`src/rtl/hippo_irq_pkg.sv`:
```
// Shared types for the hippo interrupt scheduler: stack command encoding,
// FSM state encoding and default parameters.
package hippo_irq_pkg;

    localparam int unsigned DEF_NUM_IRQ    = 8;
    localparam int unsigned DEF_PRIO_WIDTH = 3;
    localparam int unsigned DEF_MAX_DEPTH  = 4;

    // Same encoding as the stacked register file command input.
    typedef enum logic [1:0] {
        STACK_NONE = 2'd0,
        STACK_PUSH = 2'd1,
        STACK_POP  = 2'd2
    } stack_cmd_e;

    typedef enum logic [1:0] {
        FSM_IDLE  = 2'd0,
        FSM_REQ   = 2'd1,
        FSM_ENTER = 2'd2,
        FSM_EXIT  = 2'd3
    } fsm_state_e;

    function automatic int unsigned idx_width(input int unsigned n);
        return (n > 1) ? $clog2(n) : 1;
    endfunction

endpackage

```
`src/rtl/hippo_irq_scheduler_if.sv`:
```
// Core-side handshake of the interrupt scheduler: request, accept, mret and
// the stacked register file command.
interface hippo_irq_scheduler_if
    import hippo_irq_pkg::*;
#(
    parameter int unsigned NumIrq    = DEF_NUM_IRQ,
    parameter int unsigned PrioWidth = DEF_PRIO_WIDTH
) ();
    localparam int unsigned IdWidth = idx_width(NumIrq);

    logic                 req_o;
    logic [IdWidth-1:0]   req_id_o;
    logic [PrioWidth-1:0] req_prio_o;
    logic                 ack_i;
    logic                 mret_i;
    stack_cmd_e           stack_cmd_o;

    modport master (
        output req_o, req_id_o, req_prio_o, stack_cmd_o,
        input  ack_i, mret_i
    );

    modport slave (
        input  req_o, req_id_o, req_prio_o, stack_cmd_o,
        output ack_i, mret_i
    );
endinterface

```
`src/rtl/hippo_irq_prio_select.sv`:
```
// Combinational arbiter: highest priority among valid lines, lowest index
// wins a tie.
module hippo_irq_prio_select
    import hippo_irq_pkg::*;
#(
    parameter int unsigned NumIrq    = DEF_NUM_IRQ,
    parameter int unsigned PrioWidth = DEF_PRIO_WIDTH,
    localparam int unsigned IdWidth  = idx_width(NumIrq)
) (
    input  logic [NumIrq-1:0]    valid_i,
    input  logic [PrioWidth-1:0] prio_i [NumIrq],
    output logic                 valid_o,
    output logic [IdWidth-1:0]   id_o,
    output logic [PrioWidth-1:0] prio_o
);
    logic                 best_valid;
    logic [IdWidth-1:0]   best_id;
    logic [PrioWidth-1:0] best_prio;

    // Strict '>' keeps the earlier (lower) index on equal priority.
    always_comb begin
        best_valid = 1'b0;
        best_id    = '0;
        best_prio  = '0;
        for (int i = 0; i < int'(NumIrq); i++) begin
            if (valid_i[i] && (!best_valid || prio_i[i] > best_prio)) begin
                best_valid = 1'b1;
                best_id    = IdWidth'(i);
                best_prio  = prio_i[i];
            end
        end
    end

    assign valid_o = best_valid;
    assign id_o    = best_id;
    assign prio_o  = best_prio;
endmodule

```
`src/rtl/hippo_irq_scheduler.sv`:
```
// Nested interrupt scheduler: edge-detected pending lines, priority arbitration,
// level stack. Nesting is compiled in with HIPPO_IRQ_NESTING_EN.
module hippo_irq_scheduler
    import hippo_irq_pkg::*;
#(
    parameter int unsigned NumIrq     = DEF_NUM_IRQ,
    parameter int unsigned PrioWidth  = DEF_PRIO_WIDTH,
    parameter int unsigned MaxDepth   = DEF_MAX_DEPTH,
    localparam int unsigned IdWidth    = idx_width(NumIrq),
    localparam int unsigned DepthWidth = $clog2(MaxDepth + 1)
) (
    input  logic                  clk_i,
    input  logic                  rst_i,
    input  logic [NumIrq-1:0]     irq_i,
    input  logic                  cfg_we_i,
    input  logic [IdWidth-1:0]    cfg_idx_i,
    input  logic [PrioWidth-1:0]  cfg_prio_i,
    input  logic                  cfg_en_i,
    hippo_irq_scheduler_if.master core_if,
    output logic [PrioWidth-1:0]  level_o,
    output logic [DepthWidth-1:0] depth_o,
    output logic                  err_o
);
`ifdef HIPPO_IRQ_NESTING_EN
    localparam int unsigned DepthLimit = MaxDepth;
`else
    localparam int unsigned DepthLimit = 1;
`endif
    localparam logic [DepthWidth-1:0] DEPTH_LIMIT = DepthWidth'(DepthLimit);

    localparam logic [1:0] IDLE  = FSM_IDLE;
    localparam logic [1:0] REQ   = FSM_REQ;
    localparam logic [1:0] ENTER = FSM_ENTER;
    localparam logic [1:0] EXIT  = FSM_EXIT;

    logic [1:0]            state_q, state_d;
    logic [NumIrq-1:0]     irq_prev_q;
    logic [NumIrq-1:0]     pending_q, pending_d;
    logic [NumIrq-1:0]     en_q;
    logic [PrioWidth-1:0]  prio_q [NumIrq];
    logic [IdWidth-1:0]    lat_id_q, lat_id_d;
    logic [PrioWidth-1:0]  lat_prio_q, lat_prio_d;
    logic [PrioWidth-1:0]  level_q, level_d;
    logic [DepthWidth-1:0] depth_q, depth_d;
    logic                  err_q, err_d;

    logic [NumIrq-1:0]     rising;
    logic [NumIrq-1:0]     eligible;
    logic [NumIrq-1:0]     clear_mask;
    logic                  depth_room;
    logic                  cand_valid;
    logic [IdWidth-1:0]    cand_id;
    logic [PrioWidth-1:0]  cand_prio;
    logic                  cfg_kills_req;
    logic [PrioWidth-1:0]  pop_level;

    assign rising     = irq_i & ~irq_prev_q;
    assign depth_room = (depth_q < DEPTH_LIMIT);

    generate
        for (genvar gi = 0; gi < int'(NumIrq); gi++) begin : g_line
            assign eligible[gi]   = pending_q[gi] && en_q[gi] && (prio_q[gi] != '0)
                                    && (prio_q[gi] > level_q) && depth_room;
            assign clear_mask[gi] = (state_q == ENTER) && (lat_id_q == IdWidth'(gi));
        end
    endgenerate

    hippo_irq_prio_select #(
        .NumIrq    (NumIrq),
        .PrioWidth (PrioWidth)
    ) u_prio_select (
        .valid_i (eligible),
        .prio_i  (prio_q),
        .valid_o (cand_valid),
        .id_o    (cand_id),
        .prio_o  (cand_prio)
    );

    // A config write that makes the latched line no longer beat level_o withdraws the request.
    assign cfg_kills_req = cfg_we_i && (cfg_idx_i == lat_id_q)
                           && (!cfg_en_i || (cfg_prio_i <= level_q));

`ifdef HIPPO_IRQ_NESTING_EN
    logic [PrioWidth-1:0] stack_q [MaxDepth];

    always_ff @(posedge clk_i) begin
        if (rst_i) begin
            for (int i = 0; i < int'(MaxDepth); i++) begin
                stack_q[i] <= '0;
            end
        end else if (state_q == ENTER) begin
            for (int i = 0; i < int'(MaxDepth); i++) begin
                if (depth_q == DepthWidth'(i)) begin
                    stack_q[i] <= level_q;
                end
            end
        end
    end

    always_comb begin
        pop_level = '0;
        for (int i = 0; i < int'(MaxDepth); i++) begin
            if (depth_q == DepthWidth'(i + 1)) begin
                pop_level = stack_q[i];
            end
        end
    end
`else
    assign pop_level = '0;
`endif

    always_comb begin
        state_d    = state_q;
        lat_id_d   = lat_id_q;
        lat_prio_d = lat_prio_q;
        level_d    = level_q;
        depth_d    = depth_q;
        err_d      = err_q;
        case (state_q)
            IDLE, REQ: begin
                if (core_if.mret_i) begin
                    if (depth_q != '0) begin
                        state_d = EXIT;
                    end else begin
                        err_d = 1'b1;
                    end
                end else if (state_q == IDLE) begin
                    if (cand_valid) begin
                        state_d    = REQ;
                        lat_id_d   = cand_id;
                        lat_prio_d = cand_prio;
                    end
                end else if (cfg_kills_req) begin
                    state_d = IDLE;
                end else if (core_if.ack_i) begin
                    state_d = ENTER;
                end
            end
            ENTER: begin
                level_d = lat_prio_q;
                depth_d = depth_q + DepthWidth'(1);
                state_d = IDLE;
            end
            EXIT: begin
                level_d = pop_level;
                depth_d = depth_q - DepthWidth'(1);
                state_d = IDLE;
            end
            default: state_d = IDLE;
        endcase
    end

    // A fresh edge on the line being entered survives the clear.
    assign pending_d = (pending_q & ~clear_mask) | rising;

    always_ff @(posedge clk_i) begin
        if (rst_i) begin
            state_q    <= IDLE;
            irq_prev_q <= '0;
            pending_q  <= '0;
            en_q       <= '0;
            lat_id_q   <= '0;
            lat_prio_q <= '0;
            level_q    <= '0;
            depth_q    <= '0;
            err_q      <= 1'b0;
            for (int i = 0; i < int'(NumIrq); i++) begin
                prio_q[i] <= '0;
            end
        end else begin
            state_q    <= state_d;
            irq_prev_q <= irq_i;
            pending_q  <= pending_d;
            lat_id_q   <= lat_id_d;
            lat_prio_q <= lat_prio_d;
            level_q    <= level_d;
            depth_q    <= depth_d;
            err_q      <= err_d;
            for (int i = 0; i < int'(NumIrq); i++) begin
                if (cfg_we_i && (cfg_idx_i == IdWidth'(i))) begin
                    en_q[i]   <= cfg_en_i;
                    prio_q[i] <= cfg_prio_i;
                end
            end
        end
    end

    assign core_if.req_o       = (state_q == REQ);
    assign core_if.req_id_o    = lat_id_q;
    assign core_if.req_prio_o  = lat_prio_q;
    assign core_if.stack_cmd_o = (state_q == ENTER) ? STACK_PUSH :
                                 (state_q == EXIT)  ? STACK_POP  : STACK_NONE;

    assign level_o = level_q;
    assign depth_o = depth_q;
    assign err_o   = err_q;
endmodule

```
`src/flat_wrapper.sv`:
```
// flat-port wrapper written by rule: the top's interface ports become plain ports
module hippo_irq_scheduler_flat import hippo_irq_pkg::*;
#(
    parameter int unsigned NumIrq     = DEF_NUM_IRQ,
    parameter int unsigned PrioWidth  = DEF_PRIO_WIDTH,
    parameter int unsigned MaxDepth   = DEF_MAX_DEPTH,
    localparam int unsigned IdWidth    = idx_width(NumIrq),
    localparam int unsigned DepthWidth = $clog2(MaxDepth + 1)
)
  (clk_i, rst_i, irq_i, cfg_we_i, cfg_idx_i, cfg_prio_i, cfg_en_i, level_o, depth_o, err_o, core_if_req_o, core_if_req_id_o, core_if_req_prio_o, core_if_stack_cmd_o, core_if_ack_i, core_if_mret_i);
  hippo_irq_scheduler_if #(.NumIrq(NumIrq), .PrioWidth(PrioWidth)) core_if_i ();
  input  logic clk_i;
  input  logic rst_i;
  input  logic [NumIrq-1:0] irq_i;
  input  logic cfg_we_i;
  input  logic [IdWidth-1:0] cfg_idx_i;
  input  logic [PrioWidth-1:0] cfg_prio_i;
  input  logic cfg_en_i;
  output logic [PrioWidth-1:0] level_o;
  output logic [DepthWidth-1:0] depth_o;
  output logic err_o;
  output wire logic [$bits(core_if_i.req_o)-1:0] core_if_req_o;
  output wire logic [$bits(core_if_i.req_id_o)-1:0] core_if_req_id_o;
  output wire logic [$bits(core_if_i.req_prio_o)-1:0] core_if_req_prio_o;
  output wire logic [$bits(core_if_i.stack_cmd_o)-1:0] core_if_stack_cmd_o;
  input wire logic [$bits(core_if_i.ack_i)-1:0] core_if_ack_i;
  input wire logic [$bits(core_if_i.mret_i)-1:0] core_if_mret_i;
  assign core_if_req_o = core_if_i.req_o;
  assign core_if_req_id_o = core_if_i.req_id_o;
  assign core_if_req_prio_o = core_if_i.req_prio_o;
  assign core_if_stack_cmd_o = core_if_i.stack_cmd_o;
  assign core_if_i.ack_i = core_if_ack_i;
  assign core_if_i.mret_i = core_if_mret_i;
  hippo_irq_scheduler #(.NumIrq(NumIrq), .PrioWidth(PrioWidth), .MaxDepth(MaxDepth)) u_core (.clk_i(clk_i), .rst_i(rst_i), .irq_i(irq_i), .cfg_we_i(cfg_we_i), .cfg_idx_i(cfg_idx_i), .cfg_prio_i(cfg_prio_i), .cfg_en_i(cfg_en_i), .core_if(core_if_i), .level_o(level_o), .depth_o(depth_o), .err_o(err_o));
endmodule
```
`config.mk`:
```
export PLATFORM = sky130hd
export DESIGN_NAME = hippo_irq_scheduler_flat
export DESIGN_NICKNAME = d
export VERILOG_FILES = /design/src/rtl/hippo_irq_pkg.sv /design/src/rtl/hippo_irq_scheduler_if.sv /design/src/rtl/hippo_irq_prio_select.sv /design/src/rtl/hippo_irq_scheduler.sv /design/src/flat_wrapper.sv
export SDC_FILE = /design/constraint.sdc
export NUM_CORES = 1
export LEC_CHECK = 0
export ABC_AREA = 1
export CELL_PAD_IN_SITES_DETAIL_PLACEMENT = 0
export CELL_PAD_IN_SITES_GLOBAL_PLACEMENT = 2
export CORE_ASPECT_RATIO = 1.25
export CORE_MARGIN = 2
export CORE_UTILIZATION = 35
export DETAILED_ROUTE_END_ITERATION = 6
export GPL_TIMING_DRIVEN = 0
export PLACE_DENSITY = 0.95
export SYNTH_ARGS = -nofsm -noshare
export SYNTH_HDL_FRONTEND = slang
export SYNTH_HIERARCHICAL = 1
export SYNTH_SLANG_ARGS = --single-unit
export TNS_END_PERCENT = 100
```
`constraint.sdc`:
```
create_clock -name clk_i -period 24.3 [get_ports clk_i]
set_clock_uncertainty 0.05 [all_clocks]
set_input_delay 3.645 -clock clk_i [delete_from_list [all_inputs] [get_ports clk_i]]
set_output_delay 3.645 -clock clk_i [all_outputs]
set_load 0.01 [all_outputs]
```
==> After elaboration in Yosys (flattened, before gate mapping) <==
Index checks and enable logic that the tools add are counted.
{ "totals": {"ff_bits": 63, "output_inout_bits": 16, "word_cells": 196} }
{ "op_classes": {"addsub": 2, "order_cmp": 17, "n_eq_ne": 21, "mux": 34, "bitwise": 7, "reduce_logical": 91} }
{ "op_table": {"columns": ["cell", "count"], "rows": [
  ["$logic_and A1 B1 Y1", 57],
  ["$gt A3 B3 Y1", 15],
  ["$mux W3", 14],
  ["$reduce_bool A3 Y1", 9],
  ["$eq A3 B3 Y1 const B", 8],
  ["$and A8 B8 Y8", 2],
  ["$mux W2", 8],
  ["$not A8 Y8", 2],
  ["$eq A3 B2 Y1 const B", 4],
  ["$pmux W3 S2", 2],
  ["$mux W1", 9],
  ["$logic_not A1 Y1", 8],
  ["$logic_or A1 B1 Y1", 8],
  ["$or A8 B8 Y8", 1],
  ["$eq A3 B1 Y1 const B", 2],
  ["$logic_not A3 Y1", 2],
  ["$reduce_and A3 Y1", 2],
  ["$ne A5 B3 Y1 const B", 1],
  ["$eq A2 B2 Y1 const B", 2],
  ["$ne A4 B3 Y1 const B", 1],
  ["$pmux W2 S2", 1],
  ["$reduce_and A4 Y1", 1],
  ["$reduce_or A2 Y1", 2],
  ["$add A3 B1 Y3 const B", 1],
  ["9 further kinds", 10]
]} }

==> Logic depth before layout (Yosys ltp) <==
Gate-level depths: netlist (run 1).
{ "logic_depth": {"depth_word": 37, "ltp_mapped": 70, "ltp_nobuf": 70} }

==> Cells and area by module <==
Netlist (run 1), hierarchy kept.
{ "by_module_without_submodules": {"columns": ["mod", "n_inst", "cells_each", "area_per_inst_um2"], "rows": [
  ["hippo_irq_scheduler", 1, 431, 3165.5],
  ["hippo_irq_prio_select", 1, 173, 963.4]
]} }

==> Worst setup path before layout (run 1) <==
Ideal clock, no wire load.
{ "synth_path": {"path_kind": "register -> register", "startpoint": "register u_core.level_q[2], in the netlist u_core/level_o[2]", "endpoint": "register u_core.lat_prio_q[1], in the netlist u_core/core_if.req_prio_o[1]", "setup_time_ps": 119, "arrival_ps": 8633, "required_time_ps": 24131, "slack_ps": 15497, "path_stages_with_launch": 67, "n_path_buf": 0, "cell_sequence": "dfxtp_1 -> inv_1 -> ha_1 -> nand3_1 -> o31ai_1 -> nor4_1 -> nand2_1 -> ha_1 -> a21oi_1 -> nand2_1 -> nand2_1 -> nand2_1 -> nand2_1 -> nand2_1 -> and2_1 -> ha_1 -> a21oi_1 -> o21ai_0 -> (+31 left out) -> ha_1 -> nand2_1 -> o21ai_0 -> nand2_1 -> o21ai_2 -> nand2_2 -> or2_1 -> nand2_1 -> ha_1 -> a21oi_1 -> o21ai_0 -> a22o_1 -> nand2_4 -> inv_1 -> nand2_1 -> nand2_1 -> o21ai_0 -> a21oi_1"} }
{ "synth_via": {"word_cells_on_any_way": 69, "classes_between": "15 x order compare; 16 x mux; 38 x reduce/logical"} }
{ "synth_lines": {"columns": ["item", "line_no", "rtl"], "rows": [
  ["start, declared", "hippo_irq_scheduler.sv:43", "logic [PrioWidth-1:0] level_q, level_d;"],
  ["start signal, assigned", "hippo_irq_scheduler.sv:176", "level_q <= level_d;"],
  ["$gt A3 B3 Y1 (*)", "hippo_irq_scheduler.sv:63", "&& (prio_q[gi] > level_q) && depth_room;"],
  ["$logic_and A1 B1 Y1 (*) (2 in series)", "hippo_irq_scheduler.sv:63", null],
  ["named net u_core.eligible[0]", "hippo_irq_scheduler.sv:48", "logic [NumIrq-1:0] eligible;"],
  ["$mux W3 or $mux W1 (tied branches)", "hippo_irq_prio_select.sv:26", "if (valid_i[i] && (!best_valid || prio_i[i] > best_prio)) begin"],
  ["$gt A3 B3 Y1 or $logic_not A1 Y1 (tied branches)", "hippo_irq_prio_select.sv:26", null],
  ["$logic_or A1 B1 Y1", "hippo_irq_prio_select.sv:26", null],
  ["$logic_and A1 B1 Y1", "hippo_irq_prio_select.sv:26", null],
  ["$mux W3 or $mux W1 (tied branches)", "hippo_irq_prio_select.sv:26", null],
  ["(+17 left out)", null, null],
  ["$logic_or A1 B1 Y1", "hippo_irq_prio_select.sv:26", null],
  ["$logic_and A1 B1 Y1", "hippo_irq_prio_select.sv:26", null],
  ["$mux W3 or $mux W1 (tied branches)", "hippo_irq_prio_select.sv:26", null],
  ["$gt A3 B3 Y1 or $logic_not A1 Y1 (tied branches)", "hippo_irq_prio_select.sv:26", null],
  ["$logic_or A1 B1 Y1", "hippo_irq_prio_select.sv:26", null],
  ["$logic_and A1 B1 Y1", "hippo_irq_prio_select.sv:26", null],
  ["$mux W3 (*)", "hippo_irq_prio_select.sv:26", null],
  ["named net u_core.cand_prio[1]", "hippo_irq_scheduler.sv:53", "logic [PrioWidth-1:0] cand_prio;"],
  ["end signal, assigned", "hippo_irq_scheduler.sv:175", "lat_prio_q <= lat_prio_d;"],
  ["end, declared", "hippo_irq_scheduler.sv:42", "logic [PrioWidth-1:0] lat_prio_q, lat_prio_d;"]
]} }
The timed path passes the listed nets; every way through them passes the cells marked *.
A chain may end at the register's enable or synchronous reset.

==> Worst setup path after layout (run 1) <==
{ "layout_path": {"startpoint": "register u_core.level_q[0], in the netlist u_core/level_o[0]", "endpoint": "register u_core.lat_id_q[2], in the netlist u_core/core_if.req_id_o[2]"} }
{ "layout_via": {"word_cells_on_any_way": 73, "classes_between": "15 x order compare; 20 x mux; 38 x reduce/logical"} }
{ "layout_lines": {"columns": ["item", "line_no", "rtl"], "rows": [
  ["$gt A3 B3 Y1 (*)", "hippo_irq_scheduler.sv:63", null],
  ["$logic_and A1 B1 Y1 (*) (2 in series)", "hippo_irq_scheduler.sv:63", null],
  ["named net u_core.eligible[0]", "hippo_irq_scheduler.sv:48", null],
  ["$mux W3 or $mux W1 (tied branches)", "hippo_irq_prio_select.sv:26", null],
  ["$gt A3 B3 Y1 or $logic_not A1 Y1 (tied branches)", "hippo_irq_prio_select.sv:26", null],
  ["$logic_or A1 B1 Y1", "hippo_irq_prio_select.sv:26", null],
  ["$logic_and A1 B1 Y1", "hippo_irq_prio_select.sv:26", null],
  ["$mux W3 or $mux W1 (tied branches)", "hippo_irq_prio_select.sv:26", null],
  ["(+17 left out)", null, null],
  ["$logic_or A1 B1 Y1", "hippo_irq_prio_select.sv:26", null],
  ["$logic_and A1 B1 Y1", "hippo_irq_prio_select.sv:26", null],
  ["$mux W3 or $mux W1 (tied branches)", "hippo_irq_prio_select.sv:26", null],
  ["$gt A3 B3 Y1 or $logic_not A1 Y1 (tied branches)", "hippo_irq_prio_select.sv:26", null],
  ["$logic_or A1 B1 Y1", "hippo_irq_prio_select.sv:26", null],
  ["$logic_and A1 B1 Y1", "hippo_irq_prio_select.sv:26", null],
  ["$mux W3 (*)", "hippo_irq_prio_select.sv:26", null],
  ["named net u_core.cand_id[2]", "hippo_irq_scheduler.sv:52", "logic [IdWidth-1:0] cand_id;"],
  ["end signal, assigned", "hippo_irq_scheduler.sv:174", "lat_id_q <= lat_id_d;"],
  ["end, declared", "hippo_irq_scheduler.sv:41", "logic [IdWidth-1:0] lat_id_q, lat_id_d;"]
]} }
Marks and branches as above.

==> run metrics, run 1 <==
outcome completed; syn_nets about 680; CP startpoint kind register; clock latency on the worst-skew pair ~320 ps; Die W a little over 100 microns; Worst Setup SP u_core/level_o[0]; die height roughly 130 microns; Antenna diodes 0; design area just under 5000 sq um; drt wl/cell around 14 microns; Max VDD drop between 0.00003 and 0.00004 V; initial DRC count roughly 110; placed cells between 700 and 800; Final #Nets slightly above 700; Syn Inst Count approximately 600; Max stage delay on crit path 700 ps; area of the core between 10000 and 15000 sq um; total iterations of the first detailed-routing run 4; DP Area 4640 sq um; clk buf depth 2; cts hold-fix bufs 0; Least-Margin Pin Slew 946 ps; Tcrit/Tclk final 0.419; vias about 4000; Worst Hold Launch u_core/err_o; Max Cap Viol 0; worst-path fanout max 11; Die ar. 12700 sq um; worst rel slew slack 0.363; drt total wl between 10000 and 15000 microns; gr ovfl total 0; crit path time final approximately 10000 ps; H-Tree Depth 3; Max Freq 98.2 MHz; RSZ-0062 raised after global routing no; YS warnings 6; final std cells w/o fill between 700 and 800; vias in the first global route slightly below 4000; synthesized cell area a little over 4000 sq um; Worst R2R Path Depth 65; number of synthesized flops with an enable pin 0; # clock sinks 63; clk slew on worst S/H paths ~50 ps; Seq/Total Area, Yosys 0.305; Vias/cell a little over 5; # DRC 0; most common cell after layout, fill and taps aside nand2_1; worst setup margin around 14000 ps; WHS Path Cells 2; TritonCTS clock tree yes; CP most frequent cell nand2_1; reg2reg start u_core/level_o[0]; register bit total from synthesis 63; FFs w/ async S/R, synth 0; setup TNS 0 ps; layout cells sized above 1 0.0536; Final ANT Viol Nets 0; Initial Util 0.357; # rows between 40 and 50; Power Total around 270 uW; CTS root buffer clkbuf_16; largest net degree at the start of global routing 12; reg-to-reg critical path endpoint u_core/core_if.req_id_o[2]; Port Buf Inserts 34; critical path type reg2reg; pwr dens around 55 nW/um^2; area delta synth->final 19.2%; min-delay worst type reg2reg; post-DP HPWL 8760 microns; most frequent cells in the layout nand2_1 (113), nor2_1 (100), inv_1 (71); Top Ports 36; worst slack at placement 14060 ps; fin. max-slew vios 0; GP Congestion between 0.8 and 0.9; cts repair resizes 0; Synth Area per Inst around 6.8 sq um; Crit-path slowest cell nor4_1; initial antenna violation count 0; final setup fails 0; CP Data Required Time about 24000 ps; CP arrival approximately 10000 ps; Crit. End Element register; final hold violation count 0; Hold EP u_core/err_o; LEAKAGE 2.31 nW; CTS Buf Count 9; Reg2Reg Setup Slack between 10000 and 15000 ps; Synth Flop Type dfxtp_1; postcts setup bufs 0; Synth cell types 35; global-route wire length before repair 18300 microns; gr usage total 0.181
[logic make-up after synthesis]
logic type	after synthesis	share of synthesized area
AND/OR/NAND/NOR	290	0.306
flip-flops	63	0.305
adder cells (fa/ha/maj)	51	0.155
AO/OA/AOI/OAI	110	0.151
buffers and inverters	90	0.0830
[metrics by stage]
| step | hold WS (ps) | utilization |
|---|---|---|
| 6_report | 398 | 0.426 |
| 2_1_floorplan | 409 | - |
| 5_1_grt | 428 | 0.426 |
| 3_5_place_dp | 391 | 0.402 |
| 3_3_place_gp | 390 | 0.402 |
| 4_1_cts | 399 | 0.426 |
[cell usage after synthesis, drive strengths merged (6+ instances only)]
cell type / instances / area, sq um
a211oi: 8 / 60.1
a21oi: 38 / 190
and2: 9 / 56.3
clkbuf: 6 / 22.5
dfxtp: 63 / 1260
ha: 51 / 638
inv: 79 / 299
nand2: 115 / 442
nand3: 45 / 235
nor2: 103 / 409
nor4: 8 / 50.1
o21ai: 51 / 259
o31ai: 9 / 81.3
[power breakdown]
group	leakage [nW]	internal, mW	total [mW]	switching, mW
sequential	0.515	0.109	0.113	0.00471
clock	0.136	0.0768	0.118	0.0411
combinational	1.66	0.0156	0.0372	0.0216
[critical path: cells and delay by family, from the launching register on]
family	cells	cell delay [ps]
flip-flops	1	650
buffers and inverters	3	370
AND/OR/NAND/NOR	38	4580
adder cells (fa/ha/maj)	8	2410
AO/OA/AOI/OAI	16	2010
[routing by layer]
layer / up-vias / part of all wire / global-route usage
met2: 56 / 0.52 / 0.332
met1: 1849 / 0.44 / 0.209
met3: 9 / 0.026 / 0.0285
met5: - / 0 / 0
met4: 0 / 0.015 / 0.0628
li1: 2075 / - / -
[how the worst max path moves through the flow]
stage	end	slack (ps)
after global routing	u_core/core_if.req_id_o[2]	12870
after CTS	u_core/core_if.req_id_o[2]	14030
final	u_core/core_if.req_id_o[2]	14120
after global placement	u_core/core_if.req_id_o[2]	14260
after floorplan	u_core/core_if.req_prio_o[1]	15500
after detailed placement	u_core/core_if.req_id_o[2]	14060
[flip-flops by register name (all words and copies together) (netlist names)]
register and count:
u_core/core_if.req_id_o 3, u_core/err_o 1, u_core/level_o 3, u_core/pending_q 8, u_core/prio_q 24, u_core/core_if.req_prio_o 3
u_core/state_q 2, u_core/depth_o 3, u_core/irq_prev_q 8, u_core/en_q 8
[layout make-up]
cell class              count  area, sq um
flip-flops and latches     63         1260
fillers                  1211         6640
well taps                 138          173
multi-input cells         451         2520
repair buffers             34          340
inverters                  80          303
plain buffers              10         40.0
clock buffers              15          278
Note: power is estimated with default switching activity, not from simulation.
==> run 2, diff against run 1 <==
Settings changed: CORE_UTILIZATION 35 to 30, PLACE_DENSITY 0.95 to 0.88.
Clock period 24.3 ns to 9.3 ns, I/O delays scaled along.
==> run 2 against run 1 <==
  * Register-to-register slack got worse by 14000 ps
  * Worst setup slack worse by 14000 ps
  * Flip-flop and latch count stayed put
  * Global-route usage is 1.2 points lower
  * Non-clock buffer count rose by 18
  * Largest cell class unchanged
==> run metrics, run 2 (synthesis gave the netlist of run 1 again) <==
min-delay worst type reg2reg; Post-Route Utilization 0.415 (-0.0110); # clock sinks 63 (unchanged); Largest Register u_core/prio_q; LEAKAGE 2.51 nW (+8.6%); clock latency on the worst-skew pair 330 ps (about the same); CP startpoint kind register; Layout fillers 1401 (+16%); Least-Margin Pin Slew 834 ps (-112 ps); post-DP HPWL 9150 microns (+4.5%); reg2reg start u_core/level_o[2]; gr usage total 0.169 (-0.0119); critical path type reg2reg; Port Buf Inserts 34 (unchanged); vias in the first global route 3998 (+2.1%); H-Tree Depth 3 (unchanged); CP arrival 8920 ps (-1410 ps); Die ar. 14700 sq um (+16%); Crit-path slowest cell dfxtp_4; CTS root buffer clkbuf_16; Worst Hold Launch u_core/err_o; placed cells 809 (+4.3%); worst rel slew slack 0.439 (+0.0756); Final ANT Viol Nets 0 (unchanged); final setup fails 0 (unchanged); CTS Buf Count 9 (unchanged); total iterations of the first detailed-routing run 6 (+2); largest net degree at the start of global routing 12 (unchanged); outcome completed; TritonCTS clock tree yes; final hold violation count 0 (unchanged); Max stage delay on crit path 360 ps (-340 ps); layout cells sized above 1 0.205 (+0.152); Initial Util 0.309 (-0.0478); most frequent cells in the layout nor2_1 (99), nand2_1 (87), inv_1 (64); vias 4172 (+4.6%); worst slack at placement -1020 ps (-15090 ps); Tcrit/Tclk final 0.942 (+0.523); Hold WS 414 ps (+16.3 ps); worst-path fanout max 6 (-5); Vias/cell 4.95 (-1.9%); most common cell after layout, fill and taps aside nor2_1; final std cells w/o fill 843 (+6.6%); Worst Setup SP u_core/level_o[2]; gr ovfl total 0 (unchanged); Top Ports 36 (unchanged); pwr dens 128 nW/um^2 (+130%); initial DRC count 174 (+57%); drt wl/cell 14.6 microns (+7.5%); area delta synth->final 34.0%; Max Cap Viol 0 (unchanged); # rows 47 (+6.8%); max reg flops 24 (unchanged); Antenna diodes 0 (unchanged); global-route wire length before repair 19300 microns (+5.3%); setup TNS 0 ps (unchanged); drt total wl 12300 microns (+15%); die height 135 microns (+7.8%); CP Data Required Time 9460 ps (-14990 ps); CP most frequent cell nand2_1; Crit. End Element register; Die W 109 microns (+7.7%); GP Congestion 0.827 (+1.6%); initial antenna violation count 0 (unchanged); largest delay contributor family on the critical path simple AND/OR/NAND/NOR gates; clk slew on worst S/H paths 50 ps (about the same); fin. max-slew vios 0 (unchanged); clk buf depth 2 (unchanged); Final #Nets 738 (+2.5%); # DRC 0 (unchanged); worst path bufs/invs 4 (+1); Max VDD drop 0.0000871 V (+150%); crit path time final 8760 ps (-1420 ps); area of the core 13300 sq um (+15%); Max Freq 114 MHz (+16%); worst setup margin 541 ps (-13580 ps)
==> run 2: final timing paths <==
path	to	slack, ps	depth (start not counted)
setup reg to reg	u_core/core_if.req_id_o[0]	540	66
setup / recovery	u_core/core_if.req_id_o[0]	540	66
hold reg to reg	u_core/err_o	410	2
hold / removal	u_core/err_o	410	2
==> run 2: layout make-up <==
| cell class | instances | area [sq um] | share of cell area |
|---|---|---|---|
| flip-flops and latches | 63 | 1270 | 0.230 |
| repair buffers | 52 | 479 | 0.0866 |
| multi-input cells | 451 | 2940 | 0.531 |
| plain buffers | 10 | 40.0 | 0.00723 |
| well taps | 171 | 214 | 0.0387 |
| clock inverters | 3 | 17.5 | 0.00317 |
| inverters | 80 | 313 | 0.0565 |
| clock buffers | 13 | 260 | 0.0470 |
==> run 2: worst register-to-register path: cells and delay by family, from the launching register on <==
kind / cells / cell delay (ps)
buf+inv: 4 / 540
flops: 1 / 360
simple gates: 39 / 3990
fa+ha+maj: 8 / 2010
compound gates: 15 / 1700
==> run 2: per-layer routing <==
layer,global-route usage,part of all wire,up-vias
li1,-,-,2116
met3,0.0351,0.029,17
met2,0.304,0.53,59
met5,0,0,-
met1,0.198,0.43,1980
met4,0.0548,0.014,0
==> run 2: power by group <==
part	internal, mW	switching (mW)	leakage [nW]
logic	0.0445	0.0610	1.86
registers	0.283	0.0133	0.518
clock network	0.194	0.113	0.136
total	0.521	0.188	2.51
==> run 2: repair_timing <==
item,4_1_cts,5_1_grt
setup endpoints to repair,6,6
gates resized for setup,17,91
pin swaps,2,43
setup buffers,7,11
hold buffers,0,0
hold endpoints to repair,0,0
==> run 2: stage by stage <==
stage,area [sq um],power (mW)
6_report,5530,0.709
4_1_cts,5070,0.712
3_5_place_dp,4680,0.401
5_1_grt,5530,0.743
3_3_place_gp,4680,0.397
2_1_floorplan,4130,0.362
==> run 3, diff against run 2 <==
Settings changed: CTS_CLUSTER_SIZE from default to 30.
==> results of run 3 <==
No change in the layout: final DEF, timing and power equal those of run 2.
